`config.mk`:
```
export PLATFORM = sky130hd
export DESIGN_NAME = axi_stream_byte_packer
export DESIGN_NICKNAME = d
export VERILOG_FILES = /design/src/rtl/axi_stream_byte_packer.sv
export SDC_FILE = /design/constraint.sdc
export NUM_CORES = 1
export LEC_CHECK = 0
export ABC_AREA = 1
export ABC_CLOCK_PERIOD_IN_PS = 6900
export CAP_MARGIN = 20
export CORE_UTILIZATION = 45
export DETAILED_ROUTE_END_ITERATION = 8
export PLACE_DENSITY = 0.67
export SLEW_MARGIN = 5
export SYNTH_ARGS = -nofsm -noshare
export SYNTH_HDL_FRONTEND = slang
export SYNTH_SLANG_ARGS = --single-unit
```
`constraint.sdc`:
```
create_clock -name clk -period 6.9 [get_ports clk]
set_input_delay 1.725 -clock clk [delete_from_list [all_inputs] [get_ports clk]]
set_output_delay 1.725 -clock clk [all_outputs]
set_load 0.01 [all_outputs]
```
`src/rtl/axi_stream_byte_packer.sv`:
```
// axi_stream_byte_packer: compacts sparse-keep AXI-Stream beats into dense MSB-first beats.
// Optional packet counter output enabled by defining AXIS_PACKER_PKT_CNT_EN.
`default_nettype none

module axi_stream_byte_packer #(
  parameter int DATA_WD      = 32,
  parameter int DATA_BYTE_WD = DATA_WD / 8
) (
  input  logic                    clk,
  input  logic                    rst_n,
  input  logic                    valid_in,
  input  logic [DATA_WD-1:0]      data_in,
  input  logic [DATA_BYTE_WD-1:0] keep_in,
  input  logic                    last_in,
  output logic                    ready_in,
  output logic                    valid_out,
  output logic [DATA_WD-1:0]      data_out,
  output logic [DATA_BYTE_WD-1:0] keep_out,
  output logic                    last_out,
  input  logic                    ready_out
`ifdef AXIS_PACKER_PKT_CNT_EN
  ,
  output logic [15:0]             pkt_cnt
`endif
);

  localparam int              CW    = $clog2(2 * DATA_BYTE_WD + 1);
  localparam logic [CW-1:0]   C_W   = CW'(DATA_BYTE_WD);
  localparam logic [CW-1:0]   C_ONE = CW'(1);
  localparam logic [0:0]      ST_ACCUM = 1'b0;
  localparam logic [0:0]      ST_FLUSH = 1'b1;

  logic [0:0]              state_q, state_d;
  logic [DATA_WD-1:0]      res_q, res_d;
  logic [CW-1:0]           cnt_q, cnt_d;
  logic                    valid_q, valid_d;
  logic [DATA_WD-1:0]      data_q, data_d;
  logic [DATA_BYTE_WD-1:0] keep_q, keep_d;
  logic                    last_q, last_d;

  logic                    slot;
  logic                    accept;
  logic [DATA_WD-1:0]      cin;
  logic [CW-1:0]           n_in;
  logic [CW-1:0]           total;
  logic [2*DATA_WD-1:0]    comb;

  function automatic logic [DATA_BYTE_WD-1:0] lead_mask(input logic [CW-1:0] nb);
    lead_mask = '0;
    for (int k = 0; k < DATA_BYTE_WD; k++) begin
      if (int'(nb) >= DATA_BYTE_WD - k) lead_mask[k] = 1'b1;
    end
  endfunction

  assign slot     = !valid_q || ready_out;
  assign ready_in = slot && (state_q == ST_ACCUM);
  assign accept   = valid_in && ready_in;

  // Kept input bytes are packed to the top lanes so they line up with the stream order.
  always_comb begin
    cin  = '0;
    n_in = '0;
    for (int k = DATA_BYTE_WD - 1; k >= 0; k--) begin
      if (keep_in[k]) begin
        cin[(DATA_BYTE_WD - 1 - int'(n_in)) * 8 +: 8] = data_in[k * 8 +: 8];
        n_in = n_in + C_ONE;
      end
    end
  end

  assign total = cnt_q + n_in;
  assign comb  = {res_q, {DATA_WD{1'b0}}} | ({cin, {DATA_WD{1'b0}}} >> {cnt_q, 3'b000});

  always_comb begin
    state_d = state_q;
    res_d   = res_q;
    cnt_d   = cnt_q;
    valid_d = valid_q;
    data_d  = data_q;
    keep_d  = keep_q;
    last_d  = last_q;
    if (state_q == ST_FLUSH) begin
      if (slot) begin
        valid_d = 1'b1;
        data_d  = res_q;
        keep_d  = lead_mask(cnt_q);
        last_d  = 1'b1;
        res_d   = '0;
        cnt_d   = '0;
        state_d = ST_ACCUM;
      end
    end else begin
      if (slot) valid_d = 1'b0;
      if (accept) begin
        if (total > C_W) begin
          valid_d = 1'b1;
          data_d  = comb[2*DATA_WD-1:DATA_WD];
          keep_d  = '1;
          last_d  = 1'b0;
          res_d   = comb[DATA_WD-1:0];
          cnt_d   = total - C_W;
          if (last_in) state_d = ST_FLUSH;
        end else if (last_in) begin
          // An empty packet still produces a zero-keep beat to preserve framing.
          valid_d = 1'b1;
          data_d  = comb[2*DATA_WD-1:DATA_WD];
          keep_d  = lead_mask(total);
          last_d  = 1'b1;
          res_d   = '0;
          cnt_d   = '0;
        end else begin
          res_d = comb[2*DATA_WD-1:DATA_WD];
          cnt_d = total;
        end
      end
    end
  end

  always_ff @(posedge clk or negedge rst_n) begin
    if (!rst_n) begin
      state_q <= ST_ACCUM;
      res_q   <= '0;
      cnt_q   <= '0;
      valid_q <= 1'b0;
      data_q  <= '0;
      keep_q  <= '0;
      last_q  <= 1'b0;
    end else begin
      state_q <= state_d;
      res_q   <= res_d;
      cnt_q   <= cnt_d;
      valid_q <= valid_d;
      data_q  <= data_d;
      keep_q  <= keep_d;
      last_q  <= last_d;
    end
  end

  assign valid_out = valid_q;
  assign data_out  = data_q;
  assign keep_out  = keep_q;
  assign last_out  = last_q;

`ifdef AXIS_PACKER_PKT_CNT_EN
  logic [15:0] pkt_cnt_q;

  always_ff @(posedge clk or negedge rst_n) begin
    if (!rst_n) begin
      pkt_cnt_q <= '0;
    end else if (valid_q && ready_out && last_q && (pkt_cnt_q != 16'hFFFF)) begin
      pkt_cnt_q <= pkt_cnt_q + 16'd1;
    end
  end

  assign pkt_cnt = pkt_cnt_q;
`endif

endmodule

`default_nettype wire

```
==> flow_summary.toml, run 1 <==
[synth]
synth_area_um2 = 6300
syn-instance-count = 1042
syn_avg_cell_area_um2 = 6.05
synth.distinct_cells = 37
synth_area_leader_cell = "dfrtp_1"
synthTopCellsByArea = "dfrtp_1 (30%), nand2_1 (27%), nand3_1 (8.4%), o21ai_0 (5.2%), inv_1 (4.8%)"
synth_nets = 1097
yosysWarnings = 0
synth_top_area_share = 0.298
synth_seq_cells = 75
ys_seq_area_frac = 0.298

[clocking]
cts_tree = "yes"
insertion_delay_ps = 360
clock_sinks = 75
clockBufferDepth = 2
cts_setup_buffers = 0
clkTransAtPathRegs_ps = 60
cts_resized = 0
cts_made_buffers = 9
ctsHoldBuffers = 0
htree_levels = 3
cts-root-buf = "clkbuf_16"

[route]
drcViolationCount = 0
wl_per_cell_um = 16.1
drtPass1Iterations = 5
via_count = 6869
drtAntennaViolNets = 0
drtIter0Drc = 547
routed_wl_mm = 20.6
via_per_inst = 5.38

[critical_path]
cp.required_ps = 7170
cp-end-kind = "register"
rr_startpoint = "cnt_q[1]"
crit_start = "keep_in[2]"
arrival_ps = 6400
crit_type = "in2reg"
ff2ff_setup_slack_ps = 3420
critPathMaxFanout = 42
startpoint_type = "input port"
reg2reg_depth = 14

[global_route]
globalRouteOverflowTotal = 0
grt_pass1_wl_mm = 33.8
grt_max_degree = 76
grt_usage = 0.299
grt_pass1_vias = 6433
antenna_found_initial = 0

[sta]
slew_headroom = 0.353
rsz0062_at_grt = "no"
fin_crit_sh = 0.889
hold_viol = 0
worst_pin_slew_ps = 965
final.min_clock_period_ps = 6130
drv_slew = 0
final.setup_skew_ps = 11.9
finalSetupViolCount = 0
fin_setup_tns_ps = 0
fmax_mhz = 163

[die]
chipWidth_um = 120
placementRows = 42
dieHeight_um = 120
dieArea_um2 = 14500
fp.coreArea_um2 = 13500
start_util = 0.468
pin_count = 80

[placement]
port_buffers = 79
place_congestion = 0.979
hpwl_mm = 15.7

[finish]
antenna_cells = 0
areaGrowthSynthToFinish_pct = 19.6
drive_gt1_frac = 0.0518
final_util = 0.560
finish.net_count = 1151

[run]
maxCapViolations = 0

[power_and_ir_drop]
p_leak_nw = 3.86
worst_ir_drop_vdd_v = 0.000188
powerDensity_nw_per_um2 = 413

[min_path]
hold_depth = 2
hp-start = "data_out[3]"
hold_class = "reg2reg"

[outcome]
status = "completed"
critical path: stages:
cell and delay [ps]:
clkdlybuf4s50_1 500, inv_1 120, ha_1 380, nor2_2 110
a21oi_1 200, inv_1 70, ha_1 330, inv_1 60
nand2_1 80, inv_1 140, a21oi_1 290, inv_1 100
fa_1 410, xor2_1 330, ha_1 260, inv_1 130
nand2_4 120, inv_4 70, nor2_8 90, a21oi_4 60
inv_2 560, nand2_1 160, o21ai_2 90
synth_stat cells:
cell type and instances:
a21oi_1 32, a21oi_4 1, a31oi_1 5, a32o_1 1
and2_1 1, buf_1 4, buf_2 7, buf_4 9
buf_6 2, clkbuf_1 26, clkinv_1 3, dfrtp_1 75
fa_1 2, ha_1 12, inv_1 80, inv_2 3
inv_4 1, nand2_1 445, nand2_2 4, nand2_4 2
nand3_1 106, nand3_2 6, nand3_4 1, nand3b_1 1
nand4_1 16, nor2_1 68, nor2_2 4, nor2_4 1
nor2_8 1, nor3_1 2, o211ai_1 14, o21ai_0 65
o21ai_1 21, o21ai_2 4, o21bai_1 6, o22ai_1 10
xor2_1 1
sequential cells by signal, indices dropped and copies added, names as in the netlist:
signal and cells:
cnt_q 4, keep_out 4, last_out 1, valid_out 1, data_out 32, state_q 1
res_q 32
cells by family (layout without fill, tap and decap cells):
| logic type | count (synthesis) | count (layout) | synth area share |
|---|---|---|---|
| flip-flops | 75 | 75 | 0.298 |
| adder cells (fa/ha/maj) | 14 | 14 | 0.0302 |
| AO/OA/AOI/OAI | 159 | 159 | 0.142 |
| AND/OR/NAND/NOR | 658 | 658 | 0.438 |
| XOR/XNOR | 1 | 1 | 0.00139 |
| buffers and inverters | 135 | 194 | 0.0900 |
per-stage QoR:
step	hold slack [ps]	total power (W)	setup WS (ps)	cell area, um^2	cells
6_report	478	0.00312	768	7530	1277
5_1_grt	494	0.00337	359	7530	1277
4_1_cts	482	0.00308	717	7480	1275
3_5_place_dp	465	0.00254	378	7150	1259
3_3_place_gp	464	0.00251	583	7150	1259
2_1_floorplan	466	0.00197	1540	6300	1042
final timing paths:
kind,endpoint
min in group asynchronous,cnt_q[2]
hold / removal,data_out[3]
hold reg to reg,data_out[3]
setup reg to reg,data_out[26]
setup / recovery,data_out[26]
max in group asynchronous,data_out[22]
metal layers:
metal	vias to the layer above	track usage	part of all wire
li1	3481	-	-
met1	3095	0.417	0.47
met2	251	0.466	0.44
met3	42	0.0538	0.062
met4	0	0.103	0.030
met5	-	0	0
power breakdown:
part           leakage (nW)  switching, W  internal (W)
Sequential            0.996      0.000130      0.000616
Clock                 0.157      0.000213      0.000331
Combinational          2.70       0.00120      0.000630
layout make-up:
class / count / area [um^2]
multi-input combinational: 832 / 3860
clock buffer: 10 / 239
sequential: 75 / 1880
inverter: 87 / 329
tap: 176 / 220
fill: 1412 / 5920
timing repair buffer: 91 / 918
clock inverter: 6 / 95.1
cell usage in the layout, fill, tap and decap left out, drive strengths merged:
cell type,n
clkinv,3
ha,12
o22ai,10
and2,1
buf,13
nand3b,1
nand3,113
nor3,2
clkdlybuf4s50,78
nor2,74
clkbuf,10
o21ai,90
dfrtp,75
fa,2
a32o,1
o21bai,6
nand4,16
o211ai,14
clkinvlp,2
bufinv,2
nand2,451
xor2,1
a21oi,33
inv,86
a31oi,5
(Power assumes the default switching activity.)
==> run 2: changes to the inputs <==
Settings changed: CELL_PAD_IN_SITES_DETAIL_PLACEMENT set to 1, CELL_PAD_IN_SITES_GLOBAL_PLACEMENT set to 1, CORE_UTILIZATION 45 to 42, PLACE_DENSITY 0.67 to not set, PLACE_DENSITY_LB_ADDON set to 0.1.
==> flow_summary.toml, run 2 (synthesis results as in run 1) <==
[die]
chipWidth_um = 124
dieArea_um2 = 15500
start_util = 0.432
pin_count = 80
dieHeight_um = 124
placementRows = 44
fp.coreArea_um2 = 14600

[finish]
fill_cells = 2027
antenna_cells = 0
final_cell_mix = "nand2_1 (445), nand3_1 (106), inv_1 (80)"
finish.net_count = 1155
final_util = 0.516
postLayoutCellArea_um2 = 7520
final_common_cell = "nand2_1"
areaGrowthSynthToFinish_pct = 19.4
drive_gt1_frac = 0.0543

[critical_path]
r2r_end = "data_out[23]"
critPathMaxStageDelay_ps = 560
startpoint_type = "input port"
arrival_ps = 6420
critPathMaxFanout = 42
endpoint = "data_out[23]"
cp_common_cell = "inv_1"
cp.required_ps = 7100
reg2reg_depth = 13
worstPathCellList = "clkdlybuf4s50_1 -> inv_1 -> ha_1 -> nor2_2 -> a21oi_1 -> inv_1 -> ha_1 -> inv_1 -> nand2_1 -> inv_1 -> a21oi_1 -> inv_1 -> fa_1 -> xor2_1 -> ha_1 -> inv_1 -> nand2_4 -> inv_4 -> nor2_8 -> a21oi_4 -> inv_2 -> o21ai_1"
crit_type = "in2reg"
crit_start = "keep_in[2]"
rr_startpoint = "cnt_q[1]"
ff2ff_setup_slack_ps = 3350
cp-end-kind = "register"
slowest_stage = "inv_2"

[clocking]
cts_resized = 0
clock_sinks = 75
insertion_delay_ps = 350
htree_levels = 3
clkTransAtPathRegs_ps = 70
cts-root-buf = "clkbuf_16"
cts_tree = "yes"
cts_made_buffers = 9
cts_setup_buffers = 0
ctsHoldBuffers = 0
clockBufferDepth = 2

[min_path]
hold_class = "reg2reg"

[sta]
fin_setup_tns_ps = 0
worst_pin_slew_ps = 1030
hold_viol = 0
finalSetupViolCount = 0
final.setup_skew_ps = 8.13
fmax_mhz = 161
rsz0062_at_grt = "no"
slew_headroom = 0.310
hold_ws_ps = 480
final.min_clock_period_ps = 6230
fin_crit_sh = 0.902
drv_slew = 0
post-route-worst-setup-slack_ps = 674

[placement]
dp_slack_ps = 356
port_buffers = 79
place_congestion = 0.946
dpl_cell_area_um2 = 7190
hpwl_mm = 17.5

[global_route]
grt_usage = 0.308
antenna_found_initial = 0
met3_usage = 0.0455
grtUsageMet2 = 0.504
gr-usage-met1 = 0.410
grt_pass1_wl_mm = 38.0
top_usage_layer = "met2"
grt_pass1_vias = 7271
grt_max_degree = 71
globalRouteOverflowTotal = 0

[route]
via_count = 7163
drtAntennaViolNets = 0
routed_wl_mm = 23.0
drtIter0Drc = 452
drcViolationCount = 0
drtPass1Iterations = 5
via_per_inst = 5.56
wl_per_cell_um = 17.9

[power_and_ir_drop]
p_leak_nw = 3.86
worst_ir_drop_vdd_v = 0.000192
powerDensity_nw_per_um2 = 414

[outcome]
status = "completed"

[run]
maxCapViolations = 0
## run 2: worst min-delay path by stage
stage,from,end,slack [ps],depth (start not counted)
3_5_place_dp,data_out[29],data_out[29],470,2
4_1_cts,data_out[29],data_out[29],490,2
3_3_place_gp,data_out[29],data_out[29],470,2
5_1_grt,data_out[30],data_out[30],500,2
2_1_floorplan,res_q[16],res_q[16],470,2
6_report,data_out[29],data_out[29],480,2
## run 2: where the power goes
| group | leakage [nW] | internal, W | switching, W |
|---|---|---|---|
| clock network | 0.149 | 0.000291 | 0.000199 |
| logic | 2.72 | 0.000628 | 0.00125 |
| registers | 0.996 | 0.000616 | 0.000131 |
## run 2: metal layers
| metal | up-vias | wire length (um) |
|---|---|---|
| met2 | 197 | 10700 |
| met1 | 3449 | 10500 |
| met5 | - | 0 |
| met4 | 0 | 690 |
| met3 | 41 | 1120 |
| li1 | 3476 | - |
## run 2: cell type report
type | count | area, um^2 | area share
Clock buffer | 10 | 239 | 0.0318
Clock inverter | 5 | 61.3 | 0.00815
Inverter | 87 | 329 | 0.0438
Multi-Input combinational cell | 832 | 3860 | 0.513
Sequential cell | 75 | 1880 | 0.250
Tap cell | 184 | 230 | 0.0306
Timing Repair Buffer | 95 | 928 | 0.123
## run 2: through the flow
stage	total power, W	cells
floorplan	0.00197	1042
CTS	0.00311	1287
finish	0.00311	1288
detailed placement	0.00259	1272
global placement	0.00255	1272
global route	0.00337	1288
## run 2: worst max-delay path, delay by kind of cell
family | cells | cell delay (ps)
AO/OA/AOI/OAI | 4 | 740
XOR/XNOR | 1 | 330
adder cells (fa/ha/maj) | 4 | 1400
buffers and inverters | 9 | 1770
AND/OR/NAND/NOR | 4 | 430
